[config.mk]
export PLATFORM = sky130hd
export DESIGN_NAME = restoring_divider
export DESIGN_NICKNAME = d
export VERILOG_FILES = /design/src/rtl/alu_pkg.sv /design/src/rtl/subtractor.sv /design/src/rtl/restoring_divider.sv
export SDC_FILE = /design/constraint.sdc
export NUM_CORES = 1
export LEC_CHECK = 0
export BUFFER_PORTS_ARGS = -buffer_cell sky130_fd_sc_hd__buf_4
export CELL_PAD_IN_SITES_DETAIL_PLACEMENT = 0
export CELL_PAD_IN_SITES_GLOBAL_PLACEMENT = 1
export CORE_MARGIN = 10
export CORE_UTILIZATION = 35
export DETAILED_ROUTE_END_ITERATION = 7
export HOLD_SLACK_MARGIN = 0.08
export PLACE_DENSITY_LB_ADDON = 0.1
export SYNTH_ARGS = -nofsm -noshare
export SYNTH_HDL_FRONTEND = slang
export SYNTH_SLANG_ARGS = --single-unit
[constraint.sdc]
create_clock -name clk -period 4.1 [get_ports clk]
set_input_delay 0.82 -clock clk [delete_from_list [all_inputs] [get_ports clk]]
set_output_delay 0.82 -clock clk [all_outputs]
set_load 0.01 [all_outputs]
[src/rtl/alu_pkg.sv]
// Shared definitions for the toy ALU: default datapath width, divider FSM
// encoding and the quotient reported for a zero divisor.
package alu_pkg;

  localparam int ALU_WIDTH = 32;

  typedef enum logic [1:0] {
    IDLE = 2'd0,
    RUN  = 2'd1,
    DONE = 2'd2
  } div_state_t;

  localparam logic [ALU_WIDTH-1:0] DIV0_QUOTIENT = '1;

endpackage

[src/rtl/subtractor.sv]
// Combinational a - b as a + ~b + 1; borrow is the inverted carry out, so it
// is high exactly when b > a (unsigned).
module subtractor #(
  parameter int WIDTH = 33
) (
  input  logic [WIDTH-1:0] a,
  input  logic [WIDTH-1:0] b,
  output logic [WIDTH-1:0] diff,
  output logic             borrow
);

  logic [WIDTH:0] sum;

  assign sum    = {1'b0, a} + {1'b0, ~b} + (WIDTH+1)'(1);
  assign diff   = sum[WIDTH-1:0];
  assign borrow = ~sum[WIDTH];

endmodule

[src/rtl/restoring_divider.sv]
// Multi-cycle unsigned restoring divider: one quotient bit per clock via
// shift-and-trial-subtract, with valid/ready handshakes on both sides.
module restoring_divider
  import alu_pkg::*;
#(
  parameter int WIDTH = ALU_WIDTH
) (
  input  logic             clk,
  input  logic             rst,
  input  logic             in_valid,
  output logic             in_ready,
  input  logic [WIDTH-1:0] dividend,
  input  logic [WIDTH-1:0] divisor,
  output logic             out_valid,
  input  logic             out_ready,
  output logic [WIDTH-1:0] quotient,
  output logic [WIDTH-1:0] remainder,
  output logic             div_by_zero,
  output logic [1:0]       dbg_state
);

  // Handshake: a transfer happens on a rising edge where valid && ready are
  // both high; valid never depends on ready and both are plain registers.

  localparam int                ITER_W    = $clog2(WIDTH);
  localparam logic [ITER_W-1:0] LAST_ITER = ITER_W'(WIDTH - 1);

  div_state_t        state_q;
  logic [ITER_W-1:0] iter_q;
  logic [WIDTH-1:0]  rem_acc_q;
  logic [WIDTH-1:0]  quo_acc_q;
  logic [WIDTH-1:0]  div_q;
  logic [WIDTH-1:0]  quotient_q;
  logic [WIDTH-1:0]  remainder_q;
  logic              div_by_zero_q;
  logic              out_valid_q;
  logic              in_ready_q;

  logic [WIDTH:0]    shifted_rem;
  logic [WIDTH:0]    trial;
  logic              borrow;
  logic [WIDTH-1:0]  rem_d;
  logic [WIDTH-1:0]  quo_d;
  logic              unused_trial_msb;

  // The next dividend bit enters the remainder from the top of quo_acc.
  assign shifted_rem = {rem_acc_q, quo_acc_q[WIDTH-1]};

  subtractor #(
    .WIDTH(WIDTH + 1)
  ) u_trial_sub (
    .a      (shifted_rem),
    .b      ({1'b0, div_q}),
    .diff   (trial),
    .borrow (borrow)
  );

  // Without borrow the trial is < divisor, so its MSB is always zero.
  assign rem_d            = borrow ? shifted_rem[WIDTH-1:0] : trial[WIDTH-1:0];
  assign quo_d            = {quo_acc_q[WIDTH-2:0], ~borrow};
  assign unused_trial_msb = trial[WIDTH];

  always_ff @(posedge clk) begin
    if (rst) begin
      state_q       <= IDLE;
      iter_q        <= '0;
      rem_acc_q     <= '0;
      quo_acc_q     <= '0;
      div_q         <= '0;
      quotient_q    <= '0;
      remainder_q   <= '0;
      div_by_zero_q <= 1'b0;
      out_valid_q   <= 1'b0;
      in_ready_q    <= 1'b0;
    end else begin
      case (state_q)
        IDLE: begin
          in_ready_q <= 1'b1;
          if (in_valid && in_ready_q) begin
            in_ready_q <= 1'b0;
            if (divisor != '0) begin
              rem_acc_q <= '0;
              quo_acc_q <= dividend;
              div_q     <= divisor;
              iter_q    <= '0;
              state_q   <= RUN;
            end else begin
              quotient_q    <= '1;
              remainder_q   <= dividend;
              div_by_zero_q <= 1'b1;
              out_valid_q   <= 1'b1;
              state_q       <= DONE;
            end
          end
        end

        RUN: begin
          rem_acc_q <= rem_d;
          quo_acc_q <= quo_d;
          iter_q    <= iter_q + ITER_W'(1);
          if (iter_q == LAST_ITER) begin
            quotient_q    <= quo_d;
            remainder_q   <= rem_d;
            div_by_zero_q <= 1'b0;
            out_valid_q   <= 1'b1;
            state_q       <= DONE;
          end
        end

        DONE: begin
          if (out_ready) begin
            out_valid_q <= 1'b0;
            in_ready_q  <= 1'b1;
            state_q     <= IDLE;
          end
        end

        default: begin
          out_valid_q <= 1'b0;
          in_ready_q  <= 1'b0;
          state_q     <= IDLE;
        end
      endcase
    end
  end

  assign in_ready    = in_ready_q;
  assign out_valid   = out_valid_q;
  assign quotient    = quotient_q;
  assign remainder   = remainder_q;
  assign div_by_zero = div_by_zero_q;
  assign dbg_state   = state_q;

endmodule
After elaboration in Yosys (flattened, before gate mapping)
Index checks and enable logic that the tools add are counted.

Bits in registers: 170. Input port bits: 68. Logic and storage cells: 66.

$add $sub $neg: 3. Equality and inequality tests: 8. Mux-type cells: 33. Bitwise operators: 2. Reduce and logical (&&, ||, !) cells: 10.

Operator list (number): $mux W32 (11); $pmux W32 S2 (4); $add A33 B33 Y34 (1); $add A34 B1 Y34 const B (1); $not A32 Y33 (1); $reduce_bool A32 Y1 (1); $mux W5 (2); $ne A2 B2 Y1 const B (5); $pmux W5 S2 (1); $reduce_and A3 Y1 (3); $mux W2 (4); $reduce_and A4 Y1 (2); $mux W1 (7); $pmux W1 S3 (2); $pmux W2 S3 (1); $add A5 B1 Y5 const B (1); $eq A5 B5 Y1 const B (1); $eq A2 B1 Y1 const B (1); $eq A2 B2 Y1 const B (1); $logic_not A2 Y1 (1); $pmux W1 S2 (1); $reduce_and A2 Y1 (1); $reduce_bool A2 Y1 (1); $logic_and A1 B1 Y1 (1); $not A1 Y1 (1).

Logic depth before layout (Yosys ltp)
Gate-level depths: netlist (run 1).

Word-level depth: 6. Mapped depth: 14. Mapped depth without buffers: 12.

Cells and area by module
Synthesis (run 1) repeated with hierarchy kept, for this count alone.

Cell total of the unflattened synthesis: 1020. Area total of the unflattened synthesis: 8688.3 µm².

Modules (own cells, without submodules): restoring_divider (instances 1, cells each 704, area an instance 6523.8 µm², seq. area each 3403.3 µm²); subtractor (instances 1, cells each 316, area an instance 2164.6 µm², seq. area each 0.0 µm²).

Worst setup path after synthesis (run 1)
No wires, ideal clock.

Kind: flip-flop to flip-flop. Start: reg div_q[24]. End: reg remainder_q[2] (netlist: remainder[2]). Library setup time: 0.088 ns. Data arrival time: 2.775 ns. Slack: 1.236 ns. Stages on the path, launching flop included: 14. Period minus slack after synthesis: 2.864 ns. Cell sequence: dfxtp_1 -> inv_1 -> ha_1 -> clkbuf_1 -> a21o_1 -> o41a_1 -> and3_1 -> a2111oi_4 -> o31a_1 -> buf_4 -> buf_6 -> nand3_1 -> o41a_1 -> a311oi_2.

Word-level cells in the longest chain between the ends: 6.

RTL lines: start, declared (RTL line restoring_divider.sv:32) `logic [WIDTH-1:0] div_q;`; start signal, assigned (RTL line restoring_divider.sv:84) `div_q <= divisor;`; $not A32 Y33 (RTL line subtractor.sv:14) `assign sum = {1'b0, a} + {1'b0, ~b} + (WIDTH+1)'(1);`; $add A33 B33 Y34 (RTL line subtractor.sv:14); $add A34 B1 Y34 (RTL line subtractor.sv:14); $mux W32 (RTL line restoring_divider.sv:59) `assign rem_d = borrow ? shifted_rem[WIDTH-1:0] : trial[WIDTH-1:0];`; $mux W32 (RTL line restoring_divider.sv:101) `if (iter_q == LAST_ITER) begin`; $pmux W32 S2 (RTL line restoring_divider.sv:76) `case (state_q)`; end signal, assigned (RTL line restoring_divider.sv:89) `remainder_q <= dividend;`; end signal, assigned (RTL line restoring_divider.sv:103) `remainder_q <= rem_d;`; end, declared (RTL line restoring_divider.sv:34) `logic [WIDTH-1:0] remainder_q;`.

Every way passes these cells. The select of a mux whose other input is x is not followed. A chain may end at the register's enable or synchronous reset.

Final worst setup path (run 1)
Start: reg div_q[1]. End: reg remainder_q[10] (netlist: remainder[10]).

Same word-level chain as after synthesis.

==> impl_metrics.csv, run 1 <==
group,metric,value,unit
route,wirelength,29300,um
timing,setup_tns,0,ns
worst_setup_path,critPathMaxStageDelay,0.48,ns
route,ant_nets,0,
power_and_ir_drop,p_per_area,847,nW/um2
synthesis,synth.distinct_cells,66,
cts,post_cts_buffers,0,
timing,fmax,288,MHz
floorplanning,core,24500,um2
layout,syn_to_final_growth,22.6,%
cts,cts_tree,"done",
run_status,status,"complete, no violations",
worst_hold_path,hp-class,"flop to flop",
cts,cts_resized,0,
route,drt_first_pass_iters,5,
layout,fin_util,43.8,%
synthesis,synth-seq-cells,170,
layout,area.sequential,3400,um2
route,drt_iter0_drc,579,
placement,dp_cells,1485,
synthesis,synth_edf_count,0,
layout,fin_area,10700,um2
layout,final_cell_mix,"nand2_1 (193), dfxtp_1 (170), buf_4 (154)",
worst_setup_path,cp_max_fo,53,
floorplanning,die_x,178,um
route,drc_errors,0,
timing,grt_setup_unrepaired,"false",
layout,nFillCells,2538,
floorplanning,rows,57,
floorplanning,dieArea,31700,um2
timing,slew_violations,0,
worst_setup_path,cp.buffers_inverters,2,
layout,n_antenna_cell,0,
cts,root_buffer,"clkbuf_16",
route,wl_per_cell,19.3,um
synthesis,synth_nets,1190,
grt,grt_max_degree,74,
cts,max-clock-path-buffers,2,
layout,drive_above_1_share,20.4,%
grt,grt_pass1_vias,8205,
cts,cts_hold_buf,0,
timing,skew,0.0128,ns
route,num_vias,8279,
worst_setup_path,cp.arrival,3.80,ns
power_and_ir_drop,leakage,4.30,nW
worst_setup_path,critical_path.top_delay_family,"compound AO/OA/AOI/OAI gates",
timing,hold_viol,0,
cts,worstSkewPairLatency,0.44,ns
run,maxCapViolations,0,
timing,holdWs,0.456,ns
worst_setup_path,setup.worst_path.start_class,"flop",
worst_setup_path,crit_required,4.43,ns
cts,clock_sinks,170,
timing,worst_pin_slew,0.974,ns
cts,clk_pin_slew,0.07,ns
worst_setup_path,end_kind,"flop",
timing,min_period,3.47,ns
timing,setup_viol,0,
synthesis,syn_avg_cell_area,8.03,um2
floorplanning,io_pins,137,
layout,multi_input_area,4830,um2
placement,portBuffers,136,
synthesis,yosys_warnings,0,
synthesis,yosys_most_used_dff,"dfxtp_1",
grt,grt_usage,18.5,%
timing,max_slew_margin,34.8,%
synthesis,netlist_area,8730,um2
floorplanning,start_util,35.7,%
power_and_ir_drop,vdd_ir_drop_max,0.00119,V
worst_setup_path,cp_slowest_cell,"a211oi_1",
timing,finalCritPeriodShare,84.6,%
worst_setup_path,crit_chain,"inv_1 -> ha_1 -> nor2b_1 -> o2111a_1 -> o2111ai_1 -> a211oi_1 -> nor2_1 -> o31a_2 -> buf_12 -> nor4b_1 -> a31oi_1 -> a311oi_1",
synthesis,async_flop_share,0,%
placement,gp_congestion,0.805,
floorplanning,die_h,178,um
layout,layout_commonest_cell,"nand2_1",
layout,fin_cells,1517,
cts,cts_made_buffers,17,
synthesis,yosysSeqAreaShare,39.0,%
route,viasPerCell,5.46,
grt,grt_overflow,0,
placement,dp_hpwl,21800,um
grt,antenna_found_initial,0,
placement,dpl-instance-area,10100,um2
synthesis,synthCells,1087,
worst_setup_path,crit_type,"flop to flop",
cts,htreeDepth,4,
grt,grt_pass1_wl,46500,um
layout,fin_nets,1283,
## where the power goes
part           switching [W]  leakage [nW]  internal, W
Sequential          0.000155          1.38      0.00180
Clock               0.000811         0.299     0.000887
Combinational        0.00334          2.62      0.00207
## metrics by stage
step | setup slack (ns) | power [W]
6_report | 0.632 | 0.00906
3_5_place_dp | 0.406 | 0.00736
4_1_cts | 0.655 | 0.00909
5_1_grt | 0.230 | 0.00981
3_3_place_gp | 0.342 | 0.00739
2_1_floorplan | 1.24 | 0.00595
## state kept, by name, indices dropped and copies added, names as in the netlist
register     count
out_valid        1
in_ready         1
quotient        32
div_q           32
remainder       32
quo_acc_q       32
iter_q           5
dbg_state        2
div_by_zero      1
rem_acc_q       32
## logic make-up (layout without fill, tap and decap cells)
group                      after synthesis  in the layout  synth area share (%)
AOI/OAI and AO/OA                      325            325                  27.1
xor gates and xnor gates                22             22                  2.21
adders and majority gates               35             35                  5.10
buffers and inverters                  129            235                  5.92
DFF                                    170            170                  39.0
muxes                                    6              6                 0.717
and+or+nand+nor                        400            400                  20.0
## cells in the mapped netlist (15+ instances only)
library cell | instances | area share [%]
a21oi_1 | 92 | 5.3
nor3_1 | 35 | 2.0
clkbuf_1 | 74 | 3.2
nand2_1 | 193 | 8.3
nor2_1 | 90 | 3.9
ha_1 | 34 | 4.9
a31oi_1 | 22 | 1.6
o21ai_0 | 33 | 1.9
a311oi_1 | 54 | 5.4
a21o_1 | 20 | 1.7
dfxtp_1 | 170 | 39
a211oi_1 | 15 | 1.3
o221a_2 | 31 | 4.0
xnor2_1 | 16 | 1.6
inv_1 | 42 | 1.8
## cell type report
cell class | count | area share [%]
multi-input cells | 788 | 45.2
flip-flops and latches | 170 | 31.8
repair buffers | 160 | 11.9
clock buffers | 17 | 3.97
well taps | 324 | 3.79
clock inverters | 15 | 1.84
inverters | 43 | 1.51
## worst register-to-register path, delay by kind of cell, from the launching register on
kind,cells,cell delay [ns]
adder cells (fa/ha/maj),1,0.26
flip-flops,1,0.37
buffers and inverters,2,0.25
AO/OA/AOI/OAI,6,1.69
AND/OR/NAND/NOR,3,0.82
## layer usage
| metal | global-route usage (%) | up-vias | wire [um] |
|---|---|---|---|
| li1 | - | 4154 | - |
| met2 | 31.0 | 150 | 14200 |
| met5 | 0 | - | 0 |
| met3 | 3.76 | 18 | 1190 |
| met1 | 24.1 | 3957 | 13600 |
| met4 | 3.79 | 0 | 307 |
## path summary, 6_finish.rpt
kind         slack [ns]  cells after the start             to  startpoint
max                0.63                     12  remainder[10]    div_q[1]
min                0.46                      2      div_q[10]   div_q[10]
max reg2reg        0.63                     12  remainder[10]    div_q[1]
min reg2reg        0.46                      2      div_q[10]   div_q[10]
(Power assumes the default switching activity.)
==> run 2: changes to the inputs <==
==> constraint.sdc (replaced) <==
create_clock -name clk -period 3.3 [get_ports clk]
set_input_delay 0.66 -clock clk [delete_from_list [all_inputs] [get_ports clk]]
set_output_delay 0.66 -clock clk [all_outputs]
set_load 0.01 [all_outputs]
==> impl_metrics.csv, run 2 (synthesized netlist as in run 1, its figures left out) <==
group,metric,value,unit
worst_hold_path,whs_endpoint,"div_q[17]",
layout,syn_to_final_growth,26.6,%
grt,grt_pass1_wl,46200,um
run,maxCapViolations,0,
route,wl_per_cell,18.9,um
power_and_ir_drop,vdd_ir_drop_max,0.00102,V
placement,dpl-instance-area,10300,um2
cts,clk_pin_slew,0.07,ns
worst_setup_path,setup.worst_path.start_class,"flop",
timing,setup_viol,0,
timing,hold_viol,0,
worst_setup_path,crit_type,"flop to flop",
route,drc_errors,0,
layout,fin_area,11000,um2
worst_setup_path,rr_endpoint,"remainder[2]",
worst_setup_path,reg2reg_setup_slack,0.20,ns
floorplanning,rows,57,
worst_setup_path,reg2reg_from,"div_q[20]",
worst_hold_path,min-delay-start,"div_q[17]",
power_and_ir_drop,leakage,4.46,nW
layout,final_cell_mix,"nand2_1 (193), buf_4 (178), dfxtp_1 (168)",
timing,skew,0.0172,ns
floorplanning,dieArea,31700,um2
floorplanning,die_x,178,um
cts,htreeDepth,4,
route,ant_nets,0,
cts,worstSkewPairLatency,0.44,ns
route,drt_first_pass_iters,6,
floorplanning,die_h,178,um
cts,clock_sinks,170,
layout,layout_commonest_cell,"nand2_1",
floorplanning,core,24500,um2
placement,portBuffers,136,
worst_setup_path,cp.arrival,3.46,ns
placement,dp_hpwl,22000,um
cts,cts_made_buffers,17,
worst_setup_path,crit_required,3.65,ns
timing,min_period,3.10,ns
route,wirelength,29300,um
cts,cts_tree,"done",
route,num_vias,8505,
grt,grt_overflow,0,
worst_setup_path,end_kind,"flop",
cts,root_buffer,"clkbuf_16",
timing,max_slew_margin,47.6,%
grt,antenna_found_initial,0,
timing,fmax,322,MHz
worst_setup_path,cp_max_fo,18,
timing,worst_pin_slew,0.780,ns
worst_setup_path,reg2reg_depth,13,
timing,finalCritPeriodShare,94.1,%
cts,cts_hold_buf,0,
floorplanning,start_util,35.7,%
power_and_ir_drop,p_per_area,1130,nW/um2
run_status,status,"complete, no violations",
worst_hold_path,whs_path_depth,2,
cts,max-clock-path-buffers,2,
timing,slew_violations,0,
layout,fin_nets,1312,
grt,grt_usage,18.3,%
timing,grt_setup_unrepaired,"false",
grt,grt_pass1_vias,8324,
route,viasPerCell,5.50,
placement,gp_congestion,0.878,
grt,grt_max_degree,57,
layout,n_antenna_cell,0,
worst_hold_path,hp-class,"flop to flop",
timing,setup_tns,0,ns
route,drt_iter0_drc,640,
layout,drive_above_1_share,23.8,%
floorplanning,io_pins,137,
==> run 2: changes by cell type in the layout (fill, tap and decap cells not counted), sizes merged <==
cell	before	now
clkinvlp	1	2
clkbuf	17	19
clkinv	6	5
inv	50	49
buf	160	188
==> run 2: stage by stage <==
stage	setup WS (ns)	hold WS (ns)	power, W	utilization [%]	std cells
after global routing	0.000325	0.468	0.0134	45.2	1546
final	0.195	0.456	0.0125	45.2	1546
after global placement	0.0813	0.438	0.00986	42.2	1511
after floorplan	0.436	0.436	0.00739	-	1087
after CTS	0.0979	0.457	0.0119	44.6	1543
after detailed placement	0.153	0.447	0.00981	42.2	1511
==> run 2: routing by layer <==
layer | up-vias | GRT usage [%] | wire length (um)
li1 | 4208 | - | -
met1 | 4044 | 22.5 | 12900
met2 | 212 | 31.2 | 14300
met3 | 41 | 3.91 | 1380
met4 | 0 | 5.94 | 677
met5 | - | 0 | 0
==> run 2: critical path, cell delays in order, from the launching register on <==
cell,delay [ns]
dfxtp_1,0.33
inv_1,0.05
ha_2,0.32
a21oi_4,0.19
o22ai_1,0.11
o41a_1,0.36
and3_1,0.21
a2111oi_4,0.34
o31a_2,0.31
buf_12,0.18
buf_12,0.14
nand3_1,0.09
o41a_1,0.16
a311oi_2,0.23
==> run 2: what timing repair did <==
item,CTS,global route
endpoints found under the setup margin,0,41
gates resized for setup,0,23
setup buffers,0,2
==> run 2: worst max-delay path by stage <==
stage | startpoint | endpoint | slack, ns | cells past startpoint
after floorplan | div_q[24] | remainder[2] | 0.44 | 13
after global placement | rem_acc_q[21] | remainder[31] | 0.08 | 10
after detailed placement | rem_acc_q[6] | remainder[10] | 0.15 | 12
after CTS | rem_acc_q[6] | remainder[27] | 0.1 | 12
after global routing | div_q[1] | remainder[6] | 0.0003 | 14
final | div_q[20] | remainder[2] | 0.20 | 13
==> run 2: final cells by class <==
cell class	count	area, um2
multi-input combinational	788	4920
clock inverter	14	156
fill	2515	13400
timing repair buffer	189	1560
sequential	170	3410
inverter	43	161
clock buffer	18	439
tap	324	405
==> run 2: report_power, final <==
| part | internal [W] | leakage [nW] | switching (W) |
|---|---|---|---|
| registers | 0.00224 | 1.38 | 0.000193 |
| logic | 0.00353 | 2.80 | 0.00446 |
| clock network | 0.00109 | 0.287 | 0.000957 |
